### src/rtl/uart_rx_dual_if.sv
// Bundle for uart_rx_dual: serial line in, per-class byte/valid strobes and error/status out.
// master = receiver side, slave = line driver / byte consumer.
interface uart_rx_dual_if #(
    parameter int DATA_W = 8
);
    logic              rx;
    logic              cmd_valid;
    logic [DATA_W-1:0] cmd_data;
    logic              pic_valid;
    logic [DATA_W-1:0] pic_data;
    logic              mode_pic;
    logic              frame_err;
    logic              parity_err;
    logic              busy;

    modport master (
        input  rx,
        output cmd_valid, cmd_data, pic_valid, pic_data,
        output mode_pic, frame_err, parity_err, busy
    );

    modport slave (
        output rx,
        input  cmd_valid, cmd_data, pic_valid, pic_data,
        input  mode_pic, frame_err, parity_err, busy
    );
endinterface

### src/rtl/uart_rx_dual.sv
// Dual-rate UART rx: frame is command if the line is high at the command stop point, else picture.
// Strobes land one cycle after the stop sample, no backpressure; UART_RX_PARITY_EN adds an even-parity bit.
module uart_rx_dual #(
    parameter int DATA_W      = 8,
    parameter int CMD_DIV     = 52,
    parameter int PIC_DIV     = 1250,
    parameter int SYNC_STAGES = 2
) (
    input  logic           clock_system,
    input  logic           rstn,
    uart_rx_dual_if.master bus
);
`ifdef UART_RX_PARITY_EN
    localparam int PAR_BITS = 1;
`else
    localparam int PAR_BITS = 0;
`endif
    localparam int SH_W     = DATA_W + PAR_BITS;
    localparam int STOP_IDX = DATA_W + 1 + PAR_BITS;
    localparam int CNT_W    = $clog2(PIC_DIV * (DATA_W + 3));

    localparam logic [CNT_W-1:0] T_GLITCH = CNT_W'(CMD_DIV / 2);
    localparam logic [CNT_W-1:0] T_DET    = CNT_W'(CMD_DIV * STOP_IDX + CMD_DIV / 2);
    localparam logic [CNT_W-1:0] T_PSTOP  = CNT_W'(PIC_DIV * STOP_IDX + PIC_DIV / 2);

    typedef enum logic [1:0] {IDLE, RUN_CMD, RUN_PIC} state_t;

    state_t                 state_q;
    logic [CNT_W-1:0]       cnt_q;
    logic [CNT_W-1:0]       cnt_d;
    logic [SYNC_STAGES-1:0] sync_q;
    logic                   rxs_prev_q;
    logic                   rxs;
    logic                   fall;
    logic [SH_W-1:0]        cmd_sh_q;
    logic [SH_W-1:0]        pic_sh_q;
    logic                   cmd_valid_q;
    logic                   pic_valid_q;
    logic                   frame_err_q;
    logic                   mode_pic_q;
    logic [DATA_W-1:0]      cmd_data_q;
    logic [DATA_W-1:0]      pic_data_q;
`ifdef UART_RX_PARITY_EN
    logic                   parity_err_q;
`endif

    // True at the centre of any data (or parity) bit for the given bit period.
    function automatic logic at_data_pt(input logic [CNT_W-1:0] c, input int div);
        logic hit;
        hit = 1'b0;
        for (int k = 1; k <= SH_W; k++) begin
            hit = hit | (c == CNT_W'(div * k + div / 2));
        end
        return hit;
    endfunction

    assign rxs   = sync_q[SYNC_STAGES-1];
    assign fall  = rxs_prev_q & ~rxs;
    assign cnt_d = cnt_q + CNT_W'(1);

    always_ff @(posedge clock_system or negedge rstn) begin
        if (!rstn) begin
            state_q      <= IDLE;
            cnt_q        <= '0;
            sync_q       <= '1;
            rxs_prev_q   <= 1'b1;
            cmd_sh_q     <= '0;
            pic_sh_q     <= '0;
            cmd_valid_q  <= 1'b0;
            pic_valid_q  <= 1'b0;
            frame_err_q  <= 1'b0;
            mode_pic_q   <= 1'b0;
            cmd_data_q   <= '0;
            pic_data_q   <= '0;
`ifdef UART_RX_PARITY_EN
            parity_err_q <= 1'b0;
`endif
        end else begin
            sync_q       <= {sync_q[SYNC_STAGES-2:0], bus.rx};
            rxs_prev_q   <= rxs;
            cmd_valid_q  <= 1'b0;
            pic_valid_q  <= 1'b0;
            frame_err_q  <= 1'b0;
`ifdef UART_RX_PARITY_EN
            parity_err_q <= 1'b0;
`endif
            case (state_q)
                IDLE: begin
                    if (fall) begin
                        state_q <= RUN_CMD;
                        cnt_q   <= '0;
                    end
                end
                RUN_CMD: begin
                    cnt_q <= cnt_d;
                    // LSB arrives first, so shifting in at the MSB leaves it at bit 0.
                    if (at_data_pt(cnt_q, CMD_DIV)) begin
                        cmd_sh_q <= {rxs, cmd_sh_q[SH_W-1:1]};
                    end
                    if (cnt_q == T_GLITCH && rxs) begin
                        state_q <= IDLE;
                    end else if (cnt_q == T_DET) begin
                        if (rxs) begin
                            state_q     <= IDLE;
                            cmd_valid_q <= 1'b1;
                            cmd_data_q  <= cmd_sh_q[DATA_W-1:0];
                            mode_pic_q  <= 1'b0;
`ifdef UART_RX_PARITY_EN
                            parity_err_q <= ^cmd_sh_q;
`endif
                        end else begin
                            // Start bit still held: this is a slow picture frame, keep counting.
                            state_q <= RUN_PIC;
                        end
                    end
                end
                RUN_PIC: begin
                    cnt_q <= cnt_d;
                    if (at_data_pt(cnt_q, PIC_DIV)) begin
                        pic_sh_q <= {rxs, pic_sh_q[SH_W-1:1]};
                    end
                    if (cnt_q == T_PSTOP) begin
                        state_q <= IDLE;
                        if (rxs) begin
                            pic_valid_q <= 1'b1;
                            pic_data_q  <= pic_sh_q[DATA_W-1:0];
                            mode_pic_q  <= 1'b1;
`ifdef UART_RX_PARITY_EN
                            parity_err_q <= ^pic_sh_q;
`endif
                        end else begin
                            frame_err_q <= 1'b1;
                        end
                    end
                end
                default: state_q <= IDLE;
            endcase
        end
    end

    assign bus.cmd_valid  = cmd_valid_q;
    assign bus.cmd_data   = cmd_data_q;
    assign bus.pic_valid  = pic_valid_q;
    assign bus.pic_data   = pic_data_q;
    assign bus.mode_pic   = mode_pic_q;
    assign bus.frame_err  = frame_err_q;
    assign bus.busy       = (state_q != IDLE);
`ifdef UART_RX_PARITY_EN
    assign bus.parity_err = parity_err_q;
`else
    assign bus.parity_err = 1'b0;
`endif
endmodule

### src/flat_wrapper.sv
// flat-port wrapper written by rule: the top's interface ports become plain ports
module uart_rx_dual_flat 
#(
    parameter int DATA_W      = 8,
    parameter int CMD_DIV     = 52,
    parameter int PIC_DIV     = 1250,
    parameter int SYNC_STAGES = 2
)
  (clock_system, rstn, bus_rx, bus_cmd_valid, bus_cmd_data, bus_pic_valid, bus_pic_data, bus_mode_pic, bus_frame_err, bus_parity_err, bus_busy);
  uart_rx_dual_if #(.DATA_W(DATA_W)) bus_i ();
  input  logic clock_system;
  input  logic rstn;
  input wire logic [$bits(bus_i.rx)-1:0] bus_rx;
  output wire logic [$bits(bus_i.cmd_valid)-1:0] bus_cmd_valid;
  output wire logic [$bits(bus_i.cmd_data)-1:0] bus_cmd_data;
  output wire logic [$bits(bus_i.pic_valid)-1:0] bus_pic_valid;
  output wire logic [$bits(bus_i.pic_data)-1:0] bus_pic_data;
  output wire logic [$bits(bus_i.mode_pic)-1:0] bus_mode_pic;
  output wire logic [$bits(bus_i.frame_err)-1:0] bus_frame_err;
  output wire logic [$bits(bus_i.parity_err)-1:0] bus_parity_err;
  output wire logic [$bits(bus_i.busy)-1:0] bus_busy;
  assign bus_i.rx = bus_rx;
  assign bus_cmd_valid = bus_i.cmd_valid;
  assign bus_cmd_data = bus_i.cmd_data;
  assign bus_pic_valid = bus_i.pic_valid;
  assign bus_pic_data = bus_i.pic_data;
  assign bus_mode_pic = bus_i.mode_pic;
  assign bus_frame_err = bus_i.frame_err;
  assign bus_parity_err = bus_i.parity_err;
  assign bus_busy = bus_i.busy;
  uart_rx_dual #(.DATA_W(DATA_W), .CMD_DIV(CMD_DIV), .PIC_DIV(PIC_DIV), .SYNC_STAGES(SYNC_STAGES)) u_core (.clock_system(clock_system), .rstn(rstn), .bus(bus_i));
endmodule
### config.mk
export PLATFORM = sky130hd
export DESIGN_NAME = uart_rx_dual_flat
export DESIGN_NICKNAME = d
export VERILOG_FILES = /design/src/rtl/uart_rx_dual_if.sv /design/src/rtl/uart_rx_dual.sv /design/src/flat_wrapper.sv
export SDC_FILE = /design/constraint.sdc
export NUM_CORES = 1
export LEC_CHECK = 0
export CORE_AREA = 5 5 80 82
export DETAILED_ROUTE_END_ITERATION = 8
export DIE_AREA = 0 0 85 87
export PLACE_DENSITY_LB_ADDON = 0.3
export RECOVER_POWER = 100
export SLEW_MARGIN = 20
export SYNTH_ARGS = -nofsm -noshare
export SYNTH_HDL_FRONTEND = slang
export SYNTH_SLANG_ARGS = --single-unit
### constraint.sdc
create_clock -name clock_system -period 2.5 [get_ports clock_system]
set_clock_uncertainty 0.15 [all_clocks]
set_input_delay 0.25 -clock clock_system [delete_from_list [all_inputs] [get_ports clock_system]]
set_output_delay 0.25 -clock clock_system [all_outputs]
set_load 0.01 [all_outputs]
======== Word level (Yosys, flattened, before mapping) ========
Index checks and enable logic that the tools add are counted.
storage, ports and cells
  bits in registers ....................... 55
  output and inout bits ................... 22
  logic and storage cells ................. 94
  input port bits ......................... 3
operators by class
  reductions and logical operators ........ 13
  add/sub/neg operators ................... 1
  equality and inequality tests ........... 28
  mux-type cells .......................... 23
  bitwise operators ....................... 17
operators with widths
  operator                 number
  $eq A14 B9 Y1 const B    5
  $eq A14 B13 Y1 const B   4
  $eq A14 B14 Y1 const B   3
  $eq A14 B8 Y1 const B    3
  $pmux W14 S2             1
  $add A14 B1 Y14 const B  1
  $eq A14 B11 Y1 const B   1
  $eq A14 B12 Y1 const B   1
  $eq A14 B5 Y1 const B    1
  $eq A14 B7 Y1 const B    1
  $mux W1                  14
  $mux W14                 1
  $or A1 B1 Y1             14
  $mux W2                  5
  $ne A2 B1 Y1 const B     5
  $pmux W2 S3              1
  $reduce_and A2 Y1        3
  $reduce_and A3 Y1        2
  $reduce_and A6 Y1        1
  $reduce_bool A2 Y1       3
  $reduce_and A4 Y1        1
  $ne A3 B1 Y1 const B     1
  $eq A2 B1 Y1 const B     1
  $eq A2 B2 Y1 const B     1
  other kinds (7)          8

======== Longest topological paths before layout ========
Gate-level depths: netlist of the first run.
  depth in word-level cells ............... 9
  gate-level depth with buffers ........... 8
  mapped depth without buffers ............ 8

======== Worst setup path after synthesis of the first run ========
Ideal clock, no wire load.
  kind .................................... register -> register
  from .................................... register u_core.cnt_q[1]
  to ...................................... register u_core.pic_sh_q[7]
  library setup time ...................... 125 ps
  cell stages (with the launch flop) ...... 8
  arrival time ............................ 2192 ps
  slack ................................... 33 ps
  clock period less this slack ............ 2467 ps
  path buffers ............................ 0
  data required time ...................... 2225 ps
  cells stage by stage .................... dfrtp_1 -> inv_1 -> ha_1 -> nand3b_1 -> or4b_2 -> o21ai_0 -> a32oi_4 -> mux2_4
on the way
  cells in the longest elaborated chain, start to end .. 9
RTL lines
  element                                                  RTL line             RTL
  from (decl)                                              uart_rx_dual.sv:29   logic [CNT_W-1:0] cnt_q;
  from (signal assigned)                                   uart_rx_dual.sv:95   cnt_q <= cnt_d;
  from (signal assigned)                                   uart_rx_dual.sv:118  cnt_q <= cnt_d;
  $eq A14 B11 Y1 / $eq A14 B12 Y1 (equally long branches)  uart_rx_dual.sv:52   hit = hit | (c == CNT_W'(div * k + div / 2));
  $or A1 B1 Y1 (6 in series)                               uart_rx_dual.sv:52
  $or A1 B1 Y1 *                                           uart_rx_dual.sv:52
  $reduce_and A2 Y1 (no source line) *                     -
  to (signal assigned)                                     uart_rx_dual.sv:120  pic_sh_q <= {rxs, pic_sh_q[SH_W-1:1]};
  to (decl)                                                uart_rx_dual.sv:36   logic [SH_W-1:0] pic_sh_q;
Mark *: on every way between the ends. The rest lies on a longest branch, timed or not.
A chain may end at the register's enable or synchronous reset.

======== Worst setup path in the final report of the first run ========
  from .................................... register u_core.cnt_q[2]
  to ...................................... register u_core.pic_sh_q[7]
Same word-level chain as after synthesis.

==> results of run 1 <==
[cells in the mapped netlist (2+ instances only)]
cell | number | area share [%]
xnor2_1 | 2 | 0.62
nand3_1 | 4 | 0.71
clkbuf_1 | 7 | 0.93
nand4_1 | 7 | 1.6
mux2_4 | 8 | 4.3
or2_2 | 2 | 0.44
nor2_1 | 17 | 2.3
buf_6 | 2 | 0.80
or3_1 | 4 | 0.89
nand2_1 | 17 | 2.3
inv_1 | 11 | 1.5
buf_1 | 2 | 0.27
nand3b_1 | 4 | 1.1
mux2_2 | 24 | 9.6
nor4_1 | 5 | 1.1
nor3_1 | 10 | 1.8
nand2b_1 | 5 | 1.1
o21ai_0 | 11 | 2.0
a22o_1 | 5 | 1.6
a21o_1 | 3 | 0.80
buf_2 | 2 | 0.35
xor2_1 | 4 | 1.2
dfrtp_1 | 52 | 46
ha_1 | 7 | 3.1
mux2i_1 | 4 | 1.4
nor2b_1 | 4 | 0.89
a21oi_1 | 2 | 0.35
dfstp_2 | 3 | 2.8
and3_1 | 3 | 0.66
[per-stage QoR]
stage	area (sq um)	cells	worst slack, ns
after CTS	3501	387	0.01027
after global placement	3401	378	0.05046
after floorplan	2823	253	0.03338
after global routing	3511	387	0.003241
final	3511	387	0.07313
after detailed placement	3401	378	0.02488
[path summary, 6_finish.rpt]
kind,endpoint,start,cells after the start,slack (ns)
max in group asynchronous,u_core.state_q[0],rstn,2,0.65
min,u_core.sync_q[1],u_core.sync_q[0],0,0.21
min reg2reg,u_core.sync_q[1],u_core.sync_q[0],0,0.21
max reg2reg,u_core.pic_sh_q[7],u_core.cnt_q[2],6,0.07
max,u_core.pic_sh_q[7],u_core.cnt_q[2],6,0.07
min in group asynchronous,u_core.cnt_q[6],rstn,2,0.68
[critical path: cells and delay by family, from the launching register on]
kind | cells | cell delay, ns
AO/OA/AOI/OAI | 2 | 0.22
buffers and inverters | 1 | 0.17
flip-flops | 1 | 0.41
multiplexers | 1 | 0.29
AND/OR/NAND/NOR | 2 | 1.08
[state kept, by name, summed over array words and instances (netlist names)]
signal and flops:
u_core.sync_q 2, u_core.bus.cmd_valid 1, u_core.pic_sh_q 8, u_core.bus.pic_valid 1, u_core.rxs_prev_q 1, u_core.bus.frame_err 1
u_core.bus.pic_data 8, u_core.bus.mode_pic 1, u_core.state_q 2, u_core.cmd_sh_q 8, u_core.bus.cmd_data 8, u_core.cnt_q 14
[area by class of cell]
type                    count  area share (%)
well taps                  75           2.673
inverters                  11           1.176
multi-input cells         173           38.35
clock inverters             2          0.4989
flip-flops and latches     55           39.31
clock buffers               6           2.067
repair buffers             65           15.93
[layer usage]
| layer | up-vias | share of wire (%) | global-route usage, % |
|---|---|---|---|
| met3 | 7 | 4.9 | 2.838 |
| met5 | - | 0 | 0 |
| met2 | 62 | 46 | 26.41 |
| li1 | 1020 | - | - |
| met4 | 0 | 1.2 | 4.173 |
| met1 | 1028 | 48 | 24.27 |
[kinds of logic (layout without fill, tap and decap cells)]
family	count (synthesis)	count (layout)	share of synthesized area, %
compound gates	33	33	9.132
xor+xnor	6	6	1.862
fa+ha+maj	7	7	3.103
buf+inv	25	84	4.078
flops	55	55	48.89
mux	36	36	15.25
other cells	1	1	0.1329
simple gates	90	90	17.55
[repair_timing]
action	4_1_cts	5_1_grt
buffers inserted	0	1
setup endpoints to repair	0	16
hold buffers	1	0
endpoints found under the hold margin	22	0
gates resized for setup	0	5
[power by group through the flow]
stage / Clock [uW] / Combinational [uW] / Sequential (uW)
floorplan: 0 / 438 / 1000
global placement: 0 / 742 / 991
detailed placement: 0 / 742 / 994
CTS: 516 / 747 / 976
global route: 562 / 832 / 984
finish: 501 / 748 / 976
==> report_table.html, run 1 <==
<table>
<tr><th>Metric</th><th>Value</th></tr>
<tr><th colspan="2">Finish</th></tr>
<tr><td>Commonest non-fill, non-tap cell in the layout</td><td>dfrtp_1</td></tr>
<tr><td>Final Util</td><td>61.86%</td></tr>
<tr><td>Diode insertion count for antenna repair</td><td>0</td></tr>
<tr><td>Final net count</td><td>321</td></tr>
<tr><td>Total area of sequential cells</td><td>1380 sq um</td></tr>
<tr><td>Multi-input gate area in the final layout</td><td>1346 sq um</td></tr>
<tr><td>Share of layout cells above drive strength 1</td><td>29.81%</td></tr>
<tr><td>Synth-to-layout area growth</td><td>24.38%</td></tr>
<tr><td>Most frequent cells in the layout</td><td>dfrtp_1 (52), buf_4 (37), mux2_2 (24)</td></tr>
<tr><td>Fill count</td><td>473</td></tr>
<tr><th colspan="2">Power and ir drop</th></tr>
<tr><td>IR Drop Worst-Case VDD</td><td>0.4648 mV</td></tr>
<tr><td>Combinational Power Share</td><td>33.6%</td></tr>
<tr><td>Fraction of power consumed by the clock network</td><td>22.5%</td></tr>
<tr><td>Sequential share of power</td><td>43.9%</td></tr>
<tr><td>Switching share of total power</td><td>34.20%</td></tr>
<tr><td>Leakage power</td><td>0.001722 uW</td></tr>
<tr><td>Net switching power</td><td>761.2 uW</td></tr>
<tr><td>Ratio of total power to cell area</td><td>633.9 nW/um^2</td></tr>
<tr><td>Overall power</td><td>2226 uW</td></tr>
<tr><td>Cell-internal power</td><td>1464 uW</td></tr>
<tr><th colspan="2">Placement</th></tr>
<tr><td>Dpl hpwl</td><td>4480 um</td></tr>
<tr><td>Placer Congestion</td><td>0.8894</td></tr>
<tr><td>Port bufs</td><td>23</td></tr>
<tr><th colspan="2">Timing</th></tr>
<tr><td>Worst Hold Slack</td><td>0.2061 ns</td></tr>
<tr><td>Unrepaired setup endpoints after global routing</td><td>false</td></tr>
<tr><td>Fin. Hold Viols</td><td>0</td></tr>
<tr><td>Setup violation total in the final timing report</td><td>0</td></tr>
<tr><td>Number of pins exceeding their max-slew limit in the final report</td><td>0</td></tr>
<tr><td>Worst slew margin</td><td>0.9551%</td></tr>
<tr><td>Fin crit share</td><td>97.07%</td></tr>
<tr><td>Post-route setup TNS</td><td>0 ns</td></tr>
<tr><td>Peak clock frequency supported by timing</td><td>0.4121 GHz</td></tr>
<tr><td>Final worst path period need</td><td>2.427 ns</td></tr>
<tr><td>Transition time at the pin with the least slew margin</td><td>1.486 ns</td></tr>
<tr><th colspan="2">Global route</th></tr>
<tr><td>Wire length of the first global-routing pass</td><td>9942 um</td></tr>
<tr><td>Antenna violations before repair</td><td>0</td></tr>
<tr><td>Global-route congestion overflow total</td><td>0</td></tr>
<tr><td>Vias in the first global route</td><td>2039</td></tr>
<tr><td>Largest net degree at the start of global routing</td><td>31</td></tr>
<tr><td>Overall fraction of global-route tracks in use</td><td>16.79%</td></tr>
<tr><th colspan="2">Worst setup path</th></tr>
<tr><td>Element type at the critical path start</td><td>flop</td></tr>
<tr><td>Critical path start-end classification</td><td>reg2reg</td></tr>
<tr><td>Crit path required time</td><td>2.55 ns</td></tr>
<tr><td>CP endpoint kind</td><td>flop</td></tr>
<tr><td>Maximum fanout count along the critical path</td><td>8</td></tr>
<tr><td>WP data arrival</td><td>2.48 ns</td></tr>
<tr><td>Cell-by-cell listing of the critical path</td><td>or4b_4, or4_4, a21oi_4, a32oi_4, buf_12, mux2_4</td></tr>
<tr><td>Worst path max stage delay</td><td>0.56 ns</td></tr>
<tr><td>Critical path's slowest cell</td><td>or4_4</td></tr>
<tr><th colspan="2">Route</th></tr>
<tr><td>Vias/cell</td><td>5.470</td></tr>
<tr><td>Sum of routed wire length over all layers</td><td>5871 um</td></tr>
<tr><td>Via count</td><td>2117</td></tr>
<tr><td>Wire length per cell</td><td>15.17 um</td></tr>
<tr><td>Detailed Route Iter0 Violations</td><td>102</td></tr>
<tr><td>Detail Route Antenna Nets</td><td>0</td></tr>
<tr><td>Drc violations</td><td>0</td></tr>
<tr><td>TritonRoute pass-1 iters</td><td>4</td></tr>
<tr><th colspan="2">Clocking</th></tr>
<tr><td>Number of buffers added by the clock tree synthesis step</td><td>5</td></tr>
<tr><td>Clock root buffer</td><td>clkbuf_8</td></tr>
<tr><td>Total number of H-tree levels</td><td>2</td></tr>
<tr><td>Max clock buf depth</td><td>2</td></tr>
<tr><td>CTS tree</td><td>done</td></tr>
<tr><td>Clock-pin slew of the registers on the worst-case setup and hold paths</td><td>0.10 ns</td></tr>
<tr><td>Insertion delay of the later-clocked pin in the worst-skew pair</td><td>0.31 ns</td></tr>
<tr><td>Number of sinks handled by clock tree synthesis</td><td>55</td></tr>
<tr><th colspan="2">Die</th></tr>
<tr><td>Horizontal extent of the die</td><td>85 um</td></tr>
<tr><td>Effective utilization at floorplan</td><td>49.74%</td></tr>
<tr><td>Number of I/O pins</td><td>25</td></tr>
<tr><td>Die outline height</td><td>87 um</td></tr>
<tr><td>Core Area</td><td>5675 sq um</td></tr>
<tr><td>Number of cell rows</td><td>28</td></tr>
<tr><td>Floorplan die area</td><td>7395 sq um</td></tr>
<tr><th colspan="2">Synthesis</th></tr>
<tr><td>Dominant register cell in the synthesized netlist</td><td>dfrtp_1</td></tr>
<tr><td>Average size of a mapped cell</td><td>11.16 sq um</td></tr>
<tr><td>Syn. warnings</td><td>0</td></tr>
<tr><td>Count of cell types in the netlist</td><td>51</td></tr>
<tr><td>Net count of the mapped netlist</td><td>263</td></tr>
<tr><td>Synthesis-stage register bit count</td><td>55</td></tr>
<tr><td>Post-synthesis instance area</td><td>2823 sq um</td></tr>
<tr><td>Async set-or-reset flop fraction in the synthesized netlist</td><td>100.0%</td></tr>
<tr><td>Sequential fraction of the synthesis area</td><td>48.89%</td></tr>
<tr><td>Cell count after synthesis</td><td>253</td></tr>
<tr><td>Number of synthesized flops with an enable pin</td><td>0</td></tr>
<tr><th colspan="2">Min path</th></tr>
<tr><td>Tightest Hold Check Type</td><td>reg2reg</td></tr>
<tr><th colspan="2">Job</th></tr>
<tr><td>Number of maximum-capacitance violations</td><td>0</td></tr>
<tr><th colspan="2">Outcome</th></tr>
<tr><td>Status</td><td>finished clean</td></tr>
</table>
(Power assumes the default switching activity.)
==> run 2, diff against run 1 <==
--- a/config.mk
+++ b/config.mk
@@ -5,9 +5,9 @@
 export SDC_FILE = /design/constraint.sdc
 export NUM_CORES = 1
 export LEC_CHECK = 0
-export CORE_AREA = 5 5 80 82
+export CORE_AREA = 5 5 91 93
 export DETAILED_ROUTE_END_ITERATION = 8
-export DIE_AREA = 0 0 85 87
+export DIE_AREA = 0 0 96 98
 export PLACE_DENSITY_LB_ADDON = 0.3
 export RECOVER_POWER = 100
 export SLEW_MARGIN = 20
==> run 2 against run 1 <==
The run now ends with capacitance limit, slew limit left. Die area grew 27%. Clock power rose by 1%. Sequential power rose by 1%. Global-route usage down 3.4 points. Non-clock buffer count fell by 11. Final cell count grew 4.1%. Design area is 2.4% lower. Critical path depth down 1. Maximum frequency fell by 1.7%. Via count fell by 3.9%. Register-to-register slack got worse by 0.04 ns. Worst hold slack better by 0.012 ns. Critical path type unchanged. Largest cell class unchanged.
==> report_table.html, run 2 (same netlist as run 1, synthesis figures left out) <==
<table>
<tr><th>Metric</th><th>Value</th></tr>
<tr><th colspan="2">Outcome</th></tr>
<tr><td>Status</td><td>complete, but fails checks</td></tr>
<tr><td>Violated checks</td><td>capacitance limit, slew limit</td></tr>
<tr><th colspan="2">Die</th></tr>
<tr><td>Effective utilization at floorplan</td><td>37.90% (-12 points)</td></tr>
<tr><td>Horizontal extent of the die</td><td>96 um (+13%)</td></tr>
<tr><td>Die outline height</td><td>98 um (+13%)</td></tr>
<tr><td>Core Area</td><td>7447 sq um (+31%)</td></tr>
<tr><td>Floorplan die area</td><td>9408 sq um (+27%)</td></tr>
<tr><td>Number of cell rows</td><td>32 (+14%)</td></tr>
<tr><td>Number of I/O pins</td><td>25 (unchanged)</td></tr>
<tr><th colspan="2">Worst setup path</th></tr>
<tr><td>End of the worst register-to-register path</td><td>u_core.pic_sh_q[6]</td></tr>
<tr><td>Critical path start-end classification</td><td>reg2reg</td></tr>
<tr><td>CP endpoint kind</td><td>flop</td></tr>
<tr><td>Crit path required time</td><td>2.55 ns (about the same)</td></tr>
<tr><td>Element type at the critical path start</td><td>flop</td></tr>
<tr><td>WP data arrival</td><td>2.52 ns (+0.04 ns)</td></tr>
<tr><td>Worst Setup SP</td><td>u_core.cnt_q[3]</td></tr>
<tr><td>Maximum fanout count along the critical path</td><td>8 (unchanged)</td></tr>
<tr><td>Cell-by-cell listing of the critical path</td><td>or4b_4, or4_4, a21oi_4, a32oi_4, mux2_4</td></tr>
<tr><td>Critical Path Sink</td><td>u_core.pic_sh_q[6]</td></tr>
<tr><td>Worst reg2reg setup slack</td><td>0.03 ns (-0.04 ns)</td></tr>
<tr><td>Reg2Reg Launch Point</td><td>u_core.cnt_q[3]</td></tr>
<tr><td>Worst reg2reg path depth</td><td>5 (-1)</td></tr>
<tr><td>Worst path max stage delay</td><td>0.57 ns (about the same)</td></tr>
<tr><td>Critical path's slowest cell</td><td>or4_4</td></tr>
<tr><th colspan="2">Timing</th></tr>
<tr><td>Final worst path period need</td><td>2.469 ns (+0.04180 ns)</td></tr>
<tr><td>Number of pins exceeding their max-slew limit in the final report</td><td>25 (+25)</td></tr>
<tr><td>Fin. Hold Viols</td><td>0 (unchanged)</td></tr>
<tr><td>Worst slew margin</td><td>-0.07057% (-1.0 points)</td></tr>
<tr><td>Fin crit share</td><td>98.75% (+1.7 points)</td></tr>
<tr><td>Transition time at the pin with the least slew margin</td><td>1.501 ns (+0.01539 ns)</td></tr>
<tr><td>Post-route setup TNS</td><td>0 ns (unchanged)</td></tr>
<tr><td>Peak clock frequency supported by timing</td><td>0.4051 GHz (-1.7%)</td></tr>
<tr><td>Unrepaired setup endpoints after global routing</td><td>true</td></tr>
<tr><td>Post-layout worst setup margin</td><td>0.03133 ns (-0.04180 ns)</td></tr>
<tr><td>Setup violation total in the final timing report</td><td>0 (unchanged)</td></tr>
<tr><th colspan="2">Clocking</th></tr>
<tr><td>Number of buffers added by the clock tree synthesis step</td><td>5 (unchanged)</td></tr>
<tr><td>Total number of H-tree levels</td><td>2 (unchanged)</td></tr>
<tr><td>Max clock buf depth</td><td>2 (unchanged)</td></tr>
<tr><td>Clock root buffer</td><td>clkbuf_8</td></tr>
<tr><td>Insertion delay of the later-clocked pin in the worst-skew pair</td><td>0.31 ns (about the same)</td></tr>
<tr><td>Number of sinks handled by clock tree synthesis</td><td>55 (unchanged)</td></tr>
<tr><td>CTS tree</td><td>done</td></tr>
<tr><td>Clock-pin slew of the registers on the worst-case setup and hold paths</td><td>0.10 ns (about the same)</td></tr>
<tr><th colspan="2">Global route</th></tr>
<tr><td>Wire length of the first global-routing pass</td><td>10110 um (+1.7%)</td></tr>
<tr><td>Global-route congestion overflow total</td><td>0 (unchanged)</td></tr>
<tr><td>Met1 Use GR</td><td>18.86% (-5.4 points)</td></tr>
<tr><td>Vias in the first global route</td><td>1994 (-2.2%)</td></tr>
<tr><td>Largest net degree at the start of global routing</td><td>31 (unchanged)</td></tr>
<tr><td>Met2 demand-to-capacity share in global routing</td><td>20.92% (-5.5 points)</td></tr>
<tr><td>Antenna violations before repair</td><td>0 (unchanged)</td></tr>
<tr><td>Met3 capacity usage during global routing</td><td>2.157% (-0.68 points)</td></tr>
<tr><td>Overall fraction of global-route tracks in use</td><td>13.43% (-3.4 points)</td></tr>
<tr><td>Busiest layer in global routing</td><td>met2</td></tr>
<tr><th colspan="2">Finish</th></tr>
<tr><td>Synth-to-layout area growth</td><td>21.41%</td></tr>
<tr><td>Most frequent cells in the layout</td><td>dfrtp_1 (52), mux2_2 (24), dlygate4sd3_1 (23)</td></tr>
<tr><td>Biggest register</td><td>u_core.cnt_q</td></tr>
<tr><td>Diode insertion count for antenna repair</td><td>0 (unchanged)</td></tr>
<tr><td>Final net count</td><td>310 (-3.4%)</td></tr>
<tr><td>Share of layout cells above drive strength 1</td><td>26.25% (-3.6 points)</td></tr>
<tr><td>Post-layout instance count excluding filler cells</td><td>403 (+4.1%)</td></tr>
<tr><td>Flip-flop count of the largest register, all copies and words added</td><td>14 (unchanged)</td></tr>
<tr><td>Commonest non-fill, non-tap cell in the layout</td><td>dfrtp_1</td></tr>
<tr><td>Final Util</td><td>46.02% (-16 points)</td></tr>
<tr><th colspan="2">Placement</th></tr>
<tr><td>Placer Congestion</td><td>0.9247 (+4.0%)</td></tr>
<tr><td>Dpl hpwl</td><td>4322 um (-3.5%)</td></tr>
<tr><td>Port bufs</td><td>23 (unchanged)</td></tr>
<tr><td>Cells after DPL</td><td>394 (+4.2%)</td></tr>
<tr><td>Placement Setup Slack</td><td>0.01215 ns (-0.01274 ns)</td></tr>
<tr><th colspan="2">Route</th></tr>
<tr><td>Drc violations</td><td>0 (unchanged)</td></tr>
<tr><td>Detail Route Antenna Nets</td><td>0 (unchanged)</td></tr>
<tr><td>Wire length per cell</td><td>14.53 um (-4.2%)</td></tr>
<tr><td>Sum of routed wire length over all layers</td><td>5857 um (-0.24%)</td></tr>
<tr><td>Detailed Route Iter0 Violations</td><td>129 (+26%)</td></tr>
<tr><td>TritonRoute pass-1 iters</td><td>4 (unchanged)</td></tr>
<tr><td>Vias/cell</td><td>5.047 (-7.7%)</td></tr>
<tr><td>Via count</td><td>2034 (-3.9%)</td></tr>
<tr><th colspan="2">Min path</th></tr>
<tr><td>Hold wc startpoint</td><td>u_core.sync_q[0]</td></tr>
<tr><td>Tightest Hold Check Type</td><td>reg2reg</td></tr>
<tr><th colspan="2">Job</th></tr>
<tr><td>Number of maximum-capacitance violations</td><td>1 (+1)</td></tr>
<tr><th colspan="2">Power and ir drop</th></tr>
<tr><td>Leakage power</td><td>0.001647 uW (-4.3%)</td></tr>
<tr><td>IR Drop Worst-Case VDD</td><td>0.3235 mV (-30%)</td></tr>
<tr><td>Ratio of total power to cell area</td><td>641.1 nW/um^2 (+1.1%)</td></tr>
</table>
run 2: worst max-delay path, delay by kind of cell, from the launching register on:
kind | cells | cell delay (ns)
muxes | 1 | 0.35
and+or+nand+nor | 2 | 1.13
DFF | 1 | 0.44
AOI/OAI and AO/OA | 2 | 0.30
run 2: worst min path at each step:
stage	to	cells after the start
final	u_core.sync_q[1]	0
after global routing	u_core.sync_q[1]	0
after CTS	u_core.sync_q[0]	1
after detailed placement	u_core.cnt_q[4]	1
after global placement	u_core.cnt_q[4]	1
after floorplan	u_core.bus.cmd_data[0]	0
run 2: routing by layer:
layer  share of wire [%]  vias to the layer above  wire length, um
li1                    -                      994                -
met1                  46                      981             2723
met2                  48                       53             2786
met3                 4.6                        6              271
met4                 1.3                        0               75
met5                   0                        -                0
run 2: layout make-up:
class | count | area, sq um
fillers | 702 | 4020
flip-flops and latches | 55 | 1380
multi-input cells | 173 | 1334
repair buffers | 54 | 454.2
well taps | 102 | 127.6
clock buffers | 6 | 72.57
inverters | 11 | 41.29
clock inverters | 2 | 17.52
run 2: stage by stage:
stage	hold slack [ns]	total power, uW	area [sq um]
floorplan	-0.1956	1442	2823
global placement	0.1525	1721	3339
detailed placement	0.1593	1725	3339
CTS	0.1746	2243	3440
global route	0.2346	2351	3427
finish	0.2182	2197	3427
run 2: what timing repair did:
action / 4_1_cts / 5_1_grt
hold endpoints to repair: 25 / 0
hold buffers: 1 / 0
gates resized for setup: 1 / 1
pin swaps: 0 / 1
buffers inserted: 0 / 0
setup endpoints to repair: 7 / 17
run 2: power breakdown:
part           switching (uW)  internal, uW  leakage, uW
Sequential               46.7           944     0.000749
Combinational             411           288     0.000853
Clock                     305           202    0.0000454
Total                     763          1430      0.00165
